## config.mk

```make
export PLATFORM = sky130hd
export DESIGN_NAME = mc_control_fsm
export DESIGN_NICKNAME = d
export VERILOG_FILES = /design/src/rtl/mc_control_fsm.sv
export SDC_FILE = /design/constraint.sdc
export NUM_CORES = 1
export LEC_CHECK = 0
export CORE_MARGIN = 2
export CORE_UTILIZATION = 35
export DETAILED_ROUTE_END_ITERATION = 12
export PLACE_DENSITY = 0.77
export SYNTH_ARGS = -nofsm -noshare
export SYNTH_HDL_FRONTEND = slang
export SYNTH_SLANG_ARGS = --single-unit
```

## constraint.sdc

```tcl
create_clock -name clk -period 2.8 [get_ports clk]
set_input_delay 0.56 -clock clk [delete_from_list [all_inputs] [get_ports clk]]
set_output_delay 0.56 -clock clk [all_outputs]
set_load 0.01 [all_outputs]
```

## src/rtl/mc_control_fsm.sv

```systemverilog
// mc_control_fsm: multicycle main control unit.
// Steps each instruction through fetch, decode, execute, memory and writeback.
// It drives the datapath muxes, ALU op and write enables, and waits on
// mem_ready when it talks to memory.
// Optional feature: define OVERFLOW_TRAP_EN to add the TRAP state and the
// exc_overflow output. Signed ALU ops that overflow then trap instead of
// writing back.
// MEM_WAIT_MAX: 0 waits on memory forever; 1..255 bounds each memory wait.
module mc_control_fsm #(
  parameter int unsigned MEM_WAIT_MAX = 0
) (
  input  logic       clk,
  input  logic       rst_n,
  input  logic [5:0] opcode,
  input  logic [5:0] funct,
  input  logic       zero,
  input  logic       negative,
  input  logic       overflow,
  input  logic       mem_ready,
  output logic [1:0] alu_op,
  output logic       alu_src_a,
  output logic [1:0] alu_src_b,
  output logic       imm_zext,
  output logic       pc_write,
  output logic [1:0] pc_src,
  output logic       iord,
  output logic       mem_read,
  output logic       mem_write,
  output logic       ir_write,
  output logic       reg_write,
  output logic       reg_dst,
  output logic       mem_to_reg,
  output logic       illegal_op,
  output logic       mem_timeout,
`ifdef OVERFLOW_TRAP_EN
  output logic       exc_overflow,
`endif
  output logic [3:0] state
);

  typedef enum logic [3:0] {
    S_FETCH    = 4'd0,
    S_DECODE   = 4'd1,
    S_EXEC     = 4'd2,
    S_ALU_WB   = 4'd3,
    S_MEM_ADDR = 4'd4,
    S_MEM_RD   = 4'd5,
    S_MEM_WB   = 4'd6,
    S_MEM_WR   = 4'd7,
    S_BRANCH   = 4'd8,
    S_JUMP     = 4'd9,
    S_ILLEGAL  = 4'd10
`ifdef OVERFLOW_TRAP_EN
    , S_TRAP   = 4'd11
`endif
  } state_t;

  // Instruction class, captured in DECODE so the later states do not depend
  // on the IR still being stable.
  typedef enum logic [3:0] {
    C_R    = 4'd0,
    C_LW   = 4'd1,
    C_SW   = 4'd2,
    C_BEQ  = 4'd3,
    C_BNE  = 4'd4,
    C_J    = 4'd5,
    C_ADDI = 4'd6,
    C_ANDI = 4'd7,
    C_ILL  = 4'd8
  } cls_t;

  localparam logic [7:0] LP_WAIT_MAX = 8'(MEM_WAIT_MAX);
  localparam logic       LP_WAIT_EN  = (MEM_WAIT_MAX != 0);

  state_t     r_state;
  state_t     w_next;
  cls_t       r_cls;
  cls_t       w_cls;
  logic [1:0] r_rop;
  logic [1:0] w_rop;
  logic [7:0] r_wait_cnt;
  logic       w_waiting;
  logic       w_timeout;
  logic       w_ovf_trap;
  logic       w_unused;

  // Decode opcode/funct into an instruction class and the R-type ALU op.
  always_comb begin
    // NOTE: every variable gets a default first, so no path can infer a latch.
    w_cls = C_ILL;
    w_rop = 2'b01;
    case (opcode)
      6'b000000: begin
        case (funct)
          6'b100100: begin w_cls = C_R; w_rop = 2'b00; end
          6'b100000: begin w_cls = C_R; w_rop = 2'b01; end
          6'b100010: begin w_cls = C_R; w_rop = 2'b10; end
          6'b100011: begin w_cls = C_R; w_rop = 2'b11; end
          default:   w_cls = C_ILL;
        endcase
      end
      6'b100011: w_cls = C_LW;
      6'b101011: w_cls = C_SW;
      6'b000100: w_cls = C_BEQ;
      6'b000101: w_cls = C_BNE;
      6'b000010: w_cls = C_J;
      6'b001000: w_cls = C_ADDI;
      6'b001100: w_cls = C_ANDI;
      default:   w_cls = C_ILL;
    endcase
  end

  // A memory wait cycle, and the timeout that ends a wait that ran too long.
  assign w_waiting = ((r_state == S_FETCH) || (r_state == S_MEM_RD) ||
                      (r_state == S_MEM_WR)) && !mem_ready;
  assign w_timeout = LP_WAIT_EN && w_waiting && (r_wait_cnt == LP_WAIT_MAX);

`ifdef OVERFLOW_TRAP_EN
  // Only the signed arithmetic ops (ADD, SUB, RSUB, ADDI) can trap.
  assign w_ovf_trap = (r_state == S_ALU_WB) && overflow &&
                      (((r_cls == C_R) && (r_rop != 2'b00)) || (r_cls == C_ADDI));
  assign w_unused   = negative;
`else
  assign w_ovf_trap = 1'b0;
  assign w_unused   = negative ^ overflow;
`endif

  // State register, plus the instruction class captured in DECODE.
  always_ff @(posedge clk or negedge rst_n) begin
    if (!rst_n) begin
      r_state <= S_FETCH;
      r_cls   <= C_ILL;
      r_rop   <= 2'b01;
    end else begin
      // NOTE: state is written with non-blocking assignments, so every flop
      // samples values from before the clock edge.
      r_state <= w_next;
      if (r_state == S_DECODE) begin
        r_cls <= w_cls;
        r_rop <= w_rop;
      end
    end
  end

  // Wait counter: cleared on any state change or timeout, and counts the
  // mem_ready=0 cycles in the memory states. It saturates so it cannot wrap.
  always_ff @(posedge clk or negedge rst_n) begin
    if (!rst_n) begin
      r_wait_cnt <= 8'd0;
    end else if ((w_next != r_state) || w_timeout) begin
      r_wait_cnt <= 8'd0;
    end else if (w_waiting && (r_wait_cnt != 8'hFF)) begin
      r_wait_cnt <= r_wait_cnt + 8'd1;
    end
  end

  // Next-state logic.
  always_comb begin
    w_next = r_state;
    case (r_state)
      S_FETCH: begin
        if (w_timeout)      w_next = S_FETCH;
        else if (mem_ready) w_next = S_DECODE;
      end
      S_DECODE: begin
        case (w_cls)
          C_R, C_ADDI, C_ANDI: w_next = S_EXEC;
          C_LW, C_SW:          w_next = S_MEM_ADDR;
          C_BEQ, C_BNE:        w_next = S_BRANCH;
          C_J:                 w_next = S_JUMP;
          default:             w_next = S_ILLEGAL;
        endcase
      end
      S_EXEC: w_next = S_ALU_WB;
      S_ALU_WB: begin
`ifdef OVERFLOW_TRAP_EN
        w_next = w_ovf_trap ? S_TRAP : S_FETCH;
`else
        w_next = S_FETCH;
`endif
      end
      S_MEM_ADDR: w_next = (r_cls == C_SW) ? S_MEM_WR : S_MEM_RD;
      S_MEM_RD: begin
        if (w_timeout)      w_next = S_FETCH;
        else if (mem_ready) w_next = S_MEM_WB;
      end
      S_MEM_WB: w_next = S_FETCH;
      S_MEM_WR: begin
        if (w_timeout || mem_ready) w_next = S_FETCH;
      end
      S_BRANCH:  w_next = S_FETCH;
      S_JUMP:    w_next = S_FETCH;
      S_ILLEGAL: w_next = S_FETCH;
      default:   w_next = S_FETCH;
    endcase
  end

  // Moore outputs decoded from state. The only exceptions are the FETCH
  // writes gated by mem_ready, the branch pc_write gated by zero, and the
  // strobes dropped on timeout.
  always_comb begin
    alu_op      = 2'b01;
    alu_src_a   = 1'b0;
    alu_src_b   = 2'b00;
    imm_zext    = 1'b0;
    pc_write    = 1'b0;
    pc_src      = 2'b00;
    iord        = 1'b0;
    mem_read    = 1'b0;
    mem_write   = 1'b0;
    ir_write    = 1'b0;
    reg_write   = 1'b0;
    reg_dst     = 1'b0;
    mem_to_reg  = 1'b0;
    illegal_op  = 1'b0;
    mem_timeout = 1'b0;
`ifdef OVERFLOW_TRAP_EN
    exc_overflow = 1'b0;
`endif
    // NOTE: the decode is gated by rst_n, so no strobe or write enable can
    // fire while reset is held, even though the reset state is FETCH.
    if (rst_n) begin
      case (r_state)
        S_FETCH: begin
          mem_read    = !w_timeout;
          alu_src_b   = 2'b01;
          ir_write    = mem_ready;
          pc_write    = mem_ready;
          mem_timeout = w_timeout;
        end
        S_DECODE: begin
          alu_src_b = 2'b11;
        end
        S_EXEC, S_ALU_WB: begin
          alu_src_a = 1'b1;
          case (r_cls)
            C_R:    begin alu_src_b = 2'b00; alu_op = r_rop; end
            C_ADDI: begin alu_src_b = 2'b10; alu_op = 2'b01; end
            C_ANDI: begin alu_src_b = 2'b10; alu_op = 2'b00; imm_zext = 1'b1; end
            default: ;
          endcase
          if (r_state == S_ALU_WB) begin
            reg_write = !w_ovf_trap;
            reg_dst   = (r_cls == C_R);
`ifdef OVERFLOW_TRAP_EN
            exc_overflow = w_ovf_trap;
`endif
          end
        end
        S_MEM_ADDR: begin
          alu_src_a = 1'b1;
          alu_src_b = 2'b10;
        end
        S_MEM_RD: begin
          mem_read    = !w_timeout;
          iord        = 1'b1;
          mem_timeout = w_timeout;
        end
        S_MEM_WB: begin
          reg_write  = 1'b1;
          mem_to_reg = 1'b1;
        end
        S_MEM_WR: begin
          mem_write   = !w_timeout;
          iord        = 1'b1;
          mem_timeout = w_timeout;
        end
        S_BRANCH: begin
          alu_src_a = 1'b1;
          alu_op    = 2'b10;
          pc_src    = 2'b01;
          pc_write  = (r_cls == C_BNE) ? !zero : zero;
        end
        S_JUMP: begin
          pc_write = 1'b1;
          pc_src   = 2'b10;
        end
        S_ILLEGAL: begin
          illegal_op = 1'b1;
        end
`ifdef OVERFLOW_TRAP_EN
        S_TRAP: begin
          pc_write = 1'b1;
          pc_src   = 2'b10;
        end
`endif
        default: ;
      endcase
    end
  end

  assign state = r_state;

endmodule

```

==> results.ini <==
[timing]
holdWs_ns=0.515
hold_violations=0
final.setup.worst_slack_ns=0.0603
slew_violations=0
period_needed_ns=2.74
skew_ns=0.00350
slew_headroom_pct=65.0
max_freq_mhz=365
setup_viol=0
rsz0062_at_grt=true
period_share_pct=97.8
tightestPinTransition_ns=0.525

[power]
p_int_uw=555
p_clk_share_pct=13.2
peakVddDrop_uv=178
power.leakage_nw=0.648
swShare_pct=42.3
seq_power_share_pct=29.1
power.density_nw_per_um2=597
power_switching_uw=406
power_frac_comb_pct=57.7
power_uw=961

[detailed_routing]
detail-route-antenna-nets=0
vias=1225
route.detailed.drc=0
drtPass1Iterations=6
routed_wl_um=2770
viasPerCell=5.24
wl_per_cell_um=11.8
drt-initial-drc-count=62

[clock_tree]
cts_inserted_buffers=3
cts_buffer_depth=2
cts_tree=yes
cts_root_buf=clkbuf_4
h-tree-depth=1
worstSkewPairLatency_ns=0.26
cts_sinks=10
path_clk_slew_ns=0.07

[setup_path]
crit_required_ns=2.24
critPathCaptureType=primary output
reg2reg_from=state[2]
reg2reg_slack_ns=1.04
cp_slowest_cell=clkdlybuf4s50_1
crit_top_cell=clkdlybuf4s50_1
worst-path-max-fanout=3
startpoint_type=primary input
crit_chain=clkdlybuf4s50_1 -> nor2b_1 -> nand2_1 -> nor3_2 -> a31o_2 -> clkdlybuf4s50_1
slowest_delay_ns=0.53
reg2reg_depth=4
crit_type=primary input to primary output
cp.arrival_ns=2.18
regToRegEndpoint=r_rop[0]

[grt]
grtUsageTotal_pct=16.6
antenna_found_initial=0
first_global_vias=1058
grt_overflow_total=0
grt_pass1_wl_um=4690
grt_max_degree=18

[layout]
insertedDiodeCount=0
drive_gt1_share_pct=14.7
fin_util_pct=52.7
syn_to_final_growth_pct=42.9
layout.nets=212
final_area_um2=1610

[floorplan]
core_area_um2=3050
die_y_um=60.7
ios=40
die_area_um2=3690
die_w_um=60.7
start_util_pct=36.9
rows=20

[yosys]
yosysUniqueCellTypes=50
synth_top_area_share_pct=17.8
synth-seq-cells=10
ys_seq_area_share_pct=22.4
yosysMostFrequentCell=nor2_1
yosys-top-cells-area=dfrtp_1 18%, nor2_1 6.7%, o21ai_0 5.8%, dfstp_2 4.7%, nand2_1 4.7%
synth.avg_cell_area_um2=7.41
synth_flop_cell=dfrtp_1
syn_inst=152
synth_area_leader_cell=dfrtp_1
synth_commonest_cells=20 x nor2_1, 14 x nand2_1, 13 x o21ai_0
synth-edff-count=0
yosys_warnings=0
syn_area_um2=1130
synth_nets=173
ys_async_sr_fraction_pct=100

[placed_design]
port-buffer-count=36
preCtsSetupSlack_ns=-0.00757
place_area_um2=1550
place_hpwl_um=2160
gp_congestion=0.849

[hold_path]
min_from=r_cls[3]
worst_hold_path.endpoint=r_cls[3]
holdPathStages=2
hp-class=flip-flop to flip-flop

[status]
status=completed

[flow_run]
maxCapViolCount=0

[state kept, by name, indices dropped and copies added, names as in the netlist]
register / count
state: 4
r_cls: 4
r_rop: 2
[timing repair]
item                       4_1_cts  5_1_grt
hold buffers                     0        0
buffers inserted                 0        0
resized for setup                0        5
setup endpoints to repair        0        5
[worst max-delay path, delay by kind of cell]
| kind | cells | cell delay, ns |
|---|---|---|
| AO/OA/AOI/OAI | 1 | 0.13 |
| buffers and inverters | 2 | 1.05 |
| AND/OR/NAND/NOR | 3 | 0.44 |
[routing by layer]
layer	up-vias	wire, µm	global-route usage (%)
met3	4	130	1.92
met5	-	0	0
li1	633	-	-
met4	0	43	8.39
met1	549	1310	21.7
met2	39	1290	27.0
[kinds of logic (layout without fill, tap and decap cells)]
logic type / count (synthesis) / count (layout) / synth area share, %
simple gates: 70 / 70 / 33.4
xor+xnor: 6 / 6 / 4.67
mux: 3 / 3 / 2.89
flops: 10 / 10 / 22.4
buf+inv: 20 / 58 / 8.78
other cells: 1 / 1 / 0.333
compound gates: 39 / 39 / 24.1
fa+ha+maj: 3 / 3 / 3.33
[metrics by stage]
stage	setup TNS [ns]	cells
floorplan	0	152
global placement	0	230
detailed placement	-0.00757	230
CTS	0	234
global route	-0.0648	234
finish	0	234
[cell type report]
cell class / instances / area (µm²)
sequential: 10 / 253
tap: 44 / 55.1
fill: 309 / 1440
inverter: 7 / 26.3
multi-input combinational: 122 / 791
timing repair buffer: 47 / 448
clock buffer: 4 / 36.3
[power groups by stage]
stage | clock [mW] | combinational, mW | sequential (mW)
2_1_floorplan | 0 | 0.364 | 0.238
3_3_place_gp | 0 | 0.550 | 0.274
3_5_place_dp | 0 | 0.553 | 0.276
4_1_cts | 0.130 | 0.555 | 0.273
5_1_grt | 0.140 | 0.618 | 0.296
6_report | 0.127 | 0.555 | 0.280
[worst max-delay path by stage]
stage / from / slack (ns) / endpoint / depth (start not counted)
6_report: rst_n / 0.06 / alu_op[1] / 6
5_1_grt: rst_n / -0.06 / alu_op[1] / 6
4_1_cts: rst_n / 0.0001 / alu_op[1] / 6
3_5_place_dp: rst_n / -0.008 / alu_op[1] / 6
3_3_place_gp: rst_n / 0.008 / alu_op[1] / 6
2_1_floorplan: opcode[1] / 0.73 / state[1] / 9
[placed cells by master (no fill, tap or decap), types with 3 or more instances in the layout]
master           count
dfrtp_1              8
nor2_1              20
a21oi_1              5
o21ai_0             13
nand2b_1             4
clkdlybuf4s50_1     34
nand3_1              3
ha_1                 3
clkbuf_4             3
xnor2_1              3
inv_1                7
nor3_1               7
nand2_1             14
buf_4               11
xor2_1               3
No activity file was read; power rests on OpenSTA's default activity.
